[config.mk]
export PLATFORM = sky130hd
export DESIGN_NAME = bitonic_result_collector_flat
export DESIGN_NICKNAME = d
export VERILOG_FILES = /design/src/rtl/bitonic_result_collector_if.sv /design/src/rtl/bitonic_result_collector.sv /design/src/flat_wrapper.sv
export SDC_FILE = /design/constraint.sdc
export NUM_CORES = 1
export LEC_CHECK = 0
export ABC_AREA = 1
export BUFFER_PORTS_ARGS = -buffer_cell sky130_fd_sc_hd__clkbuf_2
export CAP_MARGIN = 20
export CORE_MARGIN = 2
export CORE_UTILIZATION = 35
export DETAILED_ROUTE_END_ITERATION = 12
export SLEW_MARGIN = 40
export SYNTH_ARGS = -nofsm -noshare
export SYNTH_HDL_FRONTEND = slang
export SYNTH_SLANG_ARGS = --single-unit
[constraint.sdc]
create_clock -name clk -period 5.65 [get_ports clk]
set_input_delay 0.8475 -clock clk [delete_from_list [all_inputs] [get_ports clk]]
set_output_delay 0.8475 -clock clk [all_outputs]
set_load 0.005 [all_outputs]
[src/rtl/bitonic_result_collector_if.sv]
// Result stream from the bitonic result collector to its downstream reader.
// The collector drives head-of-FIFO data and valid; the reader returns ready.
interface bitonic_result_collector_if #(
    parameter int DATA_W = 32
);
    logic                out_valid;
    logic                out_ready;
    logic [2*DATA_W-1:0] out_data;
    logic                out_dir;
    logic                out_last;

    modport master (
        output out_valid,
        output out_data,
        output out_dir,
        output out_last,
        input  out_ready
    );

    modport slave (
        input  out_valid,
        input  out_data,
        input  out_dir,
        input  out_last,
        output out_ready
    );
endinterface

[src/rtl/bitonic_result_collector.sv]
// Bitonic result collector: re-aligns sorter o1/o2 results with the enable/dir
// that launched them, checks pair ordering and in-block monotonic order, groups
// pairs into fixed-size sort blocks and queues them for a ready/valid reader.
module bitonic_result_collector #(
    parameter int DATA_W      = 32,
    parameter int LAT         = 1,
    parameter int BLOCK_PAIRS = 4,
    parameter int FIFO_DEPTH  = 8
) (
    input  logic                       clk,
    input  logic                       rst,       // asynchronous, active-low
    input  logic                       enable,    // launch qualifier at the sorter
    input  logic                       dir,       // 1 ascending, 0 descending
    input  logic [DATA_W-1:0]          o1,
    input  logic [DATA_W-1:0]          o2,
    bitonic_result_collector_if.master out_if,
    output logic                       ord_err,
    output logic                       seq_err,
    output logic                       blk_done,
    output logic                       overflow,
    output logic [15:0]                pair_cnt,
    output logic [7:0]                 err_cnt
);
    localparam int ENT_W = 2 * DATA_W + 2;
    localparam int PTR_W = (FIFO_DEPTH > 1) ? $clog2(FIFO_DEPTH) : 1;
    localparam int CNT_W = PTR_W + 1;
    localparam int IDX_W = $clog2(BLOCK_PAIRS + 1);

    localparam logic [IDX_W-1:0] IDX_LAST = IDX_W'(BLOCK_PAIRS);
    localparam logic [IDX_W-1:0] IDX_ONE  = IDX_W'(1);
    localparam logic [CNT_W-1:0] CNT_FULL = CNT_W'(FIFO_DEPTH);

    typedef enum logic {
        IDLE    = 1'b0,
        COLLECT = 1'b1
    } state_t;

    // Saturating add of 0..2 error events into the 8-bit error counter.
    function automatic logic [7:0] err_sat_add(input logic [7:0] cnt, input logic [1:0] inc);
        logic [8:0] sum;
        sum = {1'b0, cnt} + {7'd0, inc};
        return sum[8] ? 8'hFF : sum[7:0];
    endfunction

    // True when 'first' must not precede 'second' for the given direction.
    function automatic logic misordered(input logic d,
                                        input logic [DATA_W-1:0] first,
                                        input logic [DATA_W-1:0] second);
        return d ? (first > second) : (first < second);
    endfunction

    // Alignment pipe: stage k holds the launch qualifier from k cycles ago.
    logic [LAT:1] en_p;
    logic [LAT:1] dir_p;

    logic              capture;
    logic              cap_dir;
    state_t            state;
    logic [IDX_W-1:0]  idx;
    logic              blk_dir;
    logic [DATA_W-1:0] prev_o2;

    logic              ord_bad;
    logic              dir_chg;
    logic              mono_bad;
    logic              seq_bad;
    logic [IDX_W-1:0]  next_idx;
    logic              cap_last;
    logic [1:0]        err_inc;

    logic [ENT_W-1:0]  mem [FIFO_DEPTH];
    logic [PTR_W-1:0]  wr_ptr;
    logic [PTR_W-1:0]  rd_ptr;
    logic [CNT_W-1:0]  count;
    logic              fifo_vld;
    logic              pop;
    logic              push;
    logic [ENT_W-1:0]  head;

    // Shift enable/dir down the alignment pipe so they meet their o1/o2.
    always_ff @(posedge clk or negedge rst) begin
        if (!rst) begin
            en_p  <= '0;
            dir_p <= '0;
        end else begin
            en_p[1]  <= enable;
            dir_p[1] <= dir;
            for (int i = 2; i <= LAT; i++) begin
                en_p[i]  <= en_p[i-1];
                dir_p[i] <= dir_p[i-1];
            end
        end
    end

    assign capture = en_p[LAT];
    assign cap_dir = dir_p[LAT];

    // Pair and block checks on the pair being captured this cycle.
    always_comb begin
        ord_bad  = misordered(cap_dir, o1, o2);
        dir_chg  = (state == COLLECT) && (cap_dir != blk_dir);
        mono_bad = (state == COLLECT) && !dir_chg && misordered(cap_dir, prev_o2, o1);
        seq_bad  = dir_chg || mono_bad;
        next_idx = ((state == IDLE) || dir_chg) ? IDX_ONE : (idx + IDX_ONE);
        cap_last = (next_idx == IDX_LAST);
        err_inc  = {1'b0, ord_bad} + {1'b0, seq_bad};
    end

    // Block FSM with registered status pulses, one cycle after each capture.
    always_ff @(posedge clk or negedge rst) begin
        if (!rst) begin
            state    <= IDLE;
            idx      <= '0;
            blk_dir  <= 1'b0;
            ord_err  <= 1'b0;
            seq_err  <= 1'b0;
            blk_done <= 1'b0;
        end else begin
            ord_err  <= capture && ord_bad;
            seq_err  <= capture && seq_bad;
            blk_done <= capture && cap_last;
            if (capture) begin
                blk_dir <= cap_dir;
                if (cap_last) begin
                    state <= IDLE;
                    idx   <= '0;
                end else begin
                    state <= COLLECT;
                    idx   <= next_idx;
                end
            end
        end
    end

    // Last o2 of the current block, the reference for the next monotonic check.
    always_ff @(posedge clk) begin
        if (capture) begin
            prev_o2 <= o2;
        end
    end

    // Pair/error counters and the sticky overflow flag.
    always_ff @(posedge clk or negedge rst) begin
        if (!rst) begin
            pair_cnt <= '0;
            err_cnt  <= '0;
            overflow <= 1'b0;
        end else if (capture) begin
            pair_cnt <= pair_cnt + 16'd1;
            err_cnt  <= err_sat_add(err_cnt, err_inc);
            if (!push) begin
                overflow <= 1'b1;
            end
        end
    end

    // A full FIFO still takes a push when the head leaves in the same cycle.
    assign fifo_vld = (count != '0);
    assign pop      = fifo_vld && out_if.out_ready;
    assign push     = capture && ((count != CNT_FULL) || pop);

    // FIFO storage; entries are {dir, last, o1, o2}.
    always_ff @(posedge clk) begin
        if (push) begin
            mem[wr_ptr] <= {cap_dir, cap_last, o1, o2};
        end
    end

    // FIFO pointers and occupancy; pointers wrap naturally at the power-of-2 depth.
    always_ff @(posedge clk or negedge rst) begin
        if (!rst) begin
            wr_ptr <= '0;
            rd_ptr <= '0;
            count  <= '0;
        end else begin
            if (push) begin
                wr_ptr <= wr_ptr + 1'b1;
            end
            if (pop) begin
                rd_ptr <= rd_ptr + 1'b1;
            end
            case ({push, pop})
                2'b10:   count <= count + 1'b1;
                2'b01:   count <= count - 1'b1;
                default: count <= count;
            endcase
        end
    end

    // Head outputs read zero while the FIFO is empty so reset leaves them at 0.
    assign head             = mem[rd_ptr];
    assign out_if.out_valid = fifo_vld;
    assign out_if.out_data  = fifo_vld ? head[2*DATA_W-1:0] : '0;
    assign out_if.out_last  = fifo_vld && head[ENT_W-2];
    assign out_if.out_dir   = fifo_vld && head[ENT_W-1];
endmodule

[src/flat_wrapper.sv]
// flat-port wrapper written by rule: the top's interface ports become plain ports
module bitonic_result_collector_flat 
#(
    parameter int DATA_W      = 32,
    parameter int LAT         = 1,
    parameter int BLOCK_PAIRS = 4,
    parameter int FIFO_DEPTH  = 8
)
  (clk, rst, enable, dir, o1, o2, ord_err, seq_err, blk_done, overflow, pair_cnt, err_cnt, out_if_out_valid, out_if_out_data, out_if_out_dir, out_if_out_last, out_if_out_ready);
  bitonic_result_collector_if #(.DATA_W(DATA_W)) out_if_i ();
  input  logic clk;
  input  logic rst;
  input  logic enable;
  input  logic dir;
  input  logic [DATA_W-1:0] o1;
  input  logic [DATA_W-1:0] o2;
  output logic ord_err;
  output logic seq_err;
  output logic blk_done;
  output logic overflow;
  output logic [15:0] pair_cnt;
  output logic [7:0] err_cnt;
  output wire logic [$bits(out_if_i.out_valid)-1:0] out_if_out_valid;
  output wire logic [$bits(out_if_i.out_data)-1:0] out_if_out_data;
  output wire logic [$bits(out_if_i.out_dir)-1:0] out_if_out_dir;
  output wire logic [$bits(out_if_i.out_last)-1:0] out_if_out_last;
  input wire logic [$bits(out_if_i.out_ready)-1:0] out_if_out_ready;
  assign out_if_out_valid = out_if_i.out_valid;
  assign out_if_out_data = out_if_i.out_data;
  assign out_if_out_dir = out_if_i.out_dir;
  assign out_if_out_last = out_if_i.out_last;
  assign out_if_i.out_ready = out_if_out_ready;
  bitonic_result_collector #(.DATA_W(DATA_W), .LAT(LAT), .BLOCK_PAIRS(BLOCK_PAIRS), .FIFO_DEPTH(FIFO_DEPTH)) u_core (.clk(clk), .rst(rst), .enable(enable), .dir(dir), .o1(o1), .o2(o2), .out_if(out_if_i), .ord_err(ord_err), .seq_err(seq_err), .blk_done(blk_done), .overflow(overflow), .pair_cnt(pair_cnt), .err_cnt(err_cnt));
endmodule
==> metrics <==
CTS tree=done; combinational family with the most area after synthesis=compound AO/OA/AOI/OAI gates; CP required=4.80 ns; Clk network pwr share=28.6%; GRT overflow=0; Synth Instances=2,031; clock tree buffer depth=3; reg-to-reg slack, setup=1.92 ns; mux contribution to synthesized area=0%; status=finished clean; P_sw=5.194 mW; DR top layer=met5; placed insts=3,073; Max-Cap Viols=0; placed inst area=0.02721 sq mm; Syn Area/Cell=12.34 sq um; DP HPWL=39.22 mm; cts bufs inserted=67; RR Startpoint=u_core.capture$_DFF_PN0_; RSZ-0062 raised after global routing=no; WS Path Type=flop to primary output; highest clock rate=238.8 MHz; setup tns final=0 ns; Cell Area, Synth=0.02507 sq mm; DR vias=16,379; Power Total=14.67 mW; share of layout cells above drive strength 1=14.12%; Adder-Cell Fraction of Synth Area=3.703%; DRC violations left=0; All-Layer GR Usage=17.51%; met2 WL=31.77 mm; Post-Syn Nets=2,173; crit path launch type=flop; Arr. time, crit path=3.34 ns; first-pass GRT wire length=98.85 mm; pre-CTS setup slack=1.781 ns; Port Buffer Count=163; CTS Sinks=605; Starting Density=35.19%; Synth cell types=34; crit path max fanout=126; Net Sw Frac=35.41%; FILL cells=6,564; Setup Buffers After CTS=0; most frequent cells in the layout=edfxtp_1, nor2_1, o21ai_0, clkbuf_2, inv_1; Slew Viols, Final=0; Seq cells post-synth=605; sequential cell fraction of total power=39.6%; commonest non-fill, non-tap cell in the layout=edfxtp_1; Post-Layout Cell Count=3,196; Setup Viol. Count Final=0; Worst Tran Pin Value=0.7415 ns; Power Dens Cells=500.3 mW/mm^2; Peak VDD IR=0.2350 mV; Final min period=4.187 ns; Worst slew margin=50.56%; nets@finish=2,334; Cell Rows=98; Worst setup EP type=primary output; H-tree depth=3; FF-to-FF path depth=8; met3 wire len=3.941 mm; hold buffers post-CTS=0; Comb pwr share=31.8%; drt first pass iters=5; Layout area overhead=16.95%; FF-to-FF End=u_core.mem[6][0]$_DFFE_PP_; Iter 0 DRT Violations=1,544; Reg clk slew, reported paths=0.06 ns; Top Ports=164; simple-gate share of the synthesized area=9.128%; Ys Warns=0; compound-gate portion of the synthesized area=11.22%; placer congestion estimate=0.8402; period utilisation layout=74.11%; clock skew=0.02130 ns; clock root cell=clkbuf_16; Met1 Wirelength=27.68 mm; Final ANT Viol Nets=0; Final Cell Area=0.02932 sq mm; Die Ht=271.6 um; Seq/Total Area, Yosys=71.56%; largest net degree at the start of global routing=129; P_leak=10.74 nW; CTS resizes=0; PnR worst setup slack=1.463 ns; die area=0.07379 sq mm; Synth Area in XOR/XNOR=0.8384%; Hold Vio Cnt, Final=0; Die X=271.6 um; Min-Delay Path Class=input port to asynchronous set/reset pin; antenna violations before repair=4; Skew-Pair Late Insertion Delay=0.60 ns; vias per inst=5.125; Core Area=0.07124 sq mm; wire length per cell=20.49 um; internal power=9.475 mW; Detailed Route WL=65.49 mm; vias in the first global route=16,399
-- flip-flops by register name, indices dropped and copies added (netlist names), 3 cells and up --
signal	count
u_core.rd_ptr	3
u_core.count	4
u_core.mem	528
u_core.pair_cnt	16
u_core.wr_ptr	3
u_core.err_cnt	8
u_core.idx	3
u_core.prev_o2	32
-- how the worst max path moves through the flow --
stage | cells past startpoint | startpoint | end
6_report | 7 | u_core.rd_ptr[0]$_DFFE_PN0P_ | out_if_out_data[5]
5_1_grt | 7 | u_core.rd_ptr[0]$_DFFE_PN0P_ | out_if_out_data[5]
4_1_cts | 7 | u_core.rd_ptr[0]$_DFFE_PN0P_ | out_if_out_data[5]
3_5_place_dp | 22 | o1[15] | u_core.err_cnt[2]$_DFFE_PN0P_
3_3_place_gp | 21 | o1[15] | u_core.err_cnt[6]$_DFFE_PN0P_
2_1_floorplan | 5 | u_core.capture$_DFF_PN0_ | u_core.mem[0][0]$_DFFE_PP_
-- per-stage QoR --
step                      util, %  hold slack, ns
after CTS                   41.16          0.3282
after floorplan                 -          0.4510
after global placement      37.93          0.4532
after detailed placement    38.20          0.4481
after global routing        41.16          0.3591
final                       41.16          0.3322
-- critical path: stages, from the launching register on --
cell	delay, ns
dfrtp_4	0.72
inv_8	0.58
buf_4	0.42
o21ai_0	0.12
o22ai_1	0.15
o21ai_0	0.12
a31oi_1	0.37
clkbuf_2	0.19
-- synth_stat cells (all sizes together) --
cell,instances,area share [%]
a21o,2,0.060
nand2,108,1.6
a31oi,67,1.7
buf,31,0.64
fa,2,0.16
a41o,1,0.040
or2,1,0.025
nor4,1,0.025
nor3b,1,0.075
nor2,433,6.5
inv,116,1.7
edfxtp,560,67
nand3,11,0.22
o21ai,352,7.0
o22ai,66,1.6
nor3,7,0.16
nand4,13,0.41
nand3b,1,0.030
and3,3,0.075
ha,71,3.5
clkbuf,78,1.2
o211ai,2,0.060
xor2,16,0.56
a21oi,33,0.66
o21a,2,0.060
dfrtp,45,4.5
xnor2,8,0.28
-- cell families after synthesis --
logic type | after synthesis
and+or+nand+nor | 579
DFF | 605
adders and majority gates | 73
xor gates and xnor gates | 24
buffers and inverters | 225
AOI/OAI and AO/OA | 525
-- layout make-up --
class,instances,area [sq um],area share (%)
well taps,950,1189,4.054
multi-input cells,1201,6301,21.49
diodes,1,2.502,0.008534
clock inverters,34,317.8,1.084
clock buffers,88,1787,6.093
repair buffers,201,1324,4.515
flip-flops and latches,605,17950,61.22
inverters,116,450.4,1.536
-- per-layer routing --
layer	vias to the layer above	global-route usage, %
met5	-	0
met4	6	7.013
met3	107	3.149
met2	478	29.29
met1	8148	22.55
li1	7640	-
-- power groups by stage --
stage                     combinational [mW]  sequential [mW]  clock [mW]
after floorplan                         2.79             5.83           0
after global placement                  4.59             5.87           0
after detailed placement                4.74             5.89           0
after CTS                               4.76             5.80        4.30
after global routing                    5.21             5.85        4.47
final                                   4.67             5.80        4.20
No activity file was read; power rests on OpenSTA's default activity.
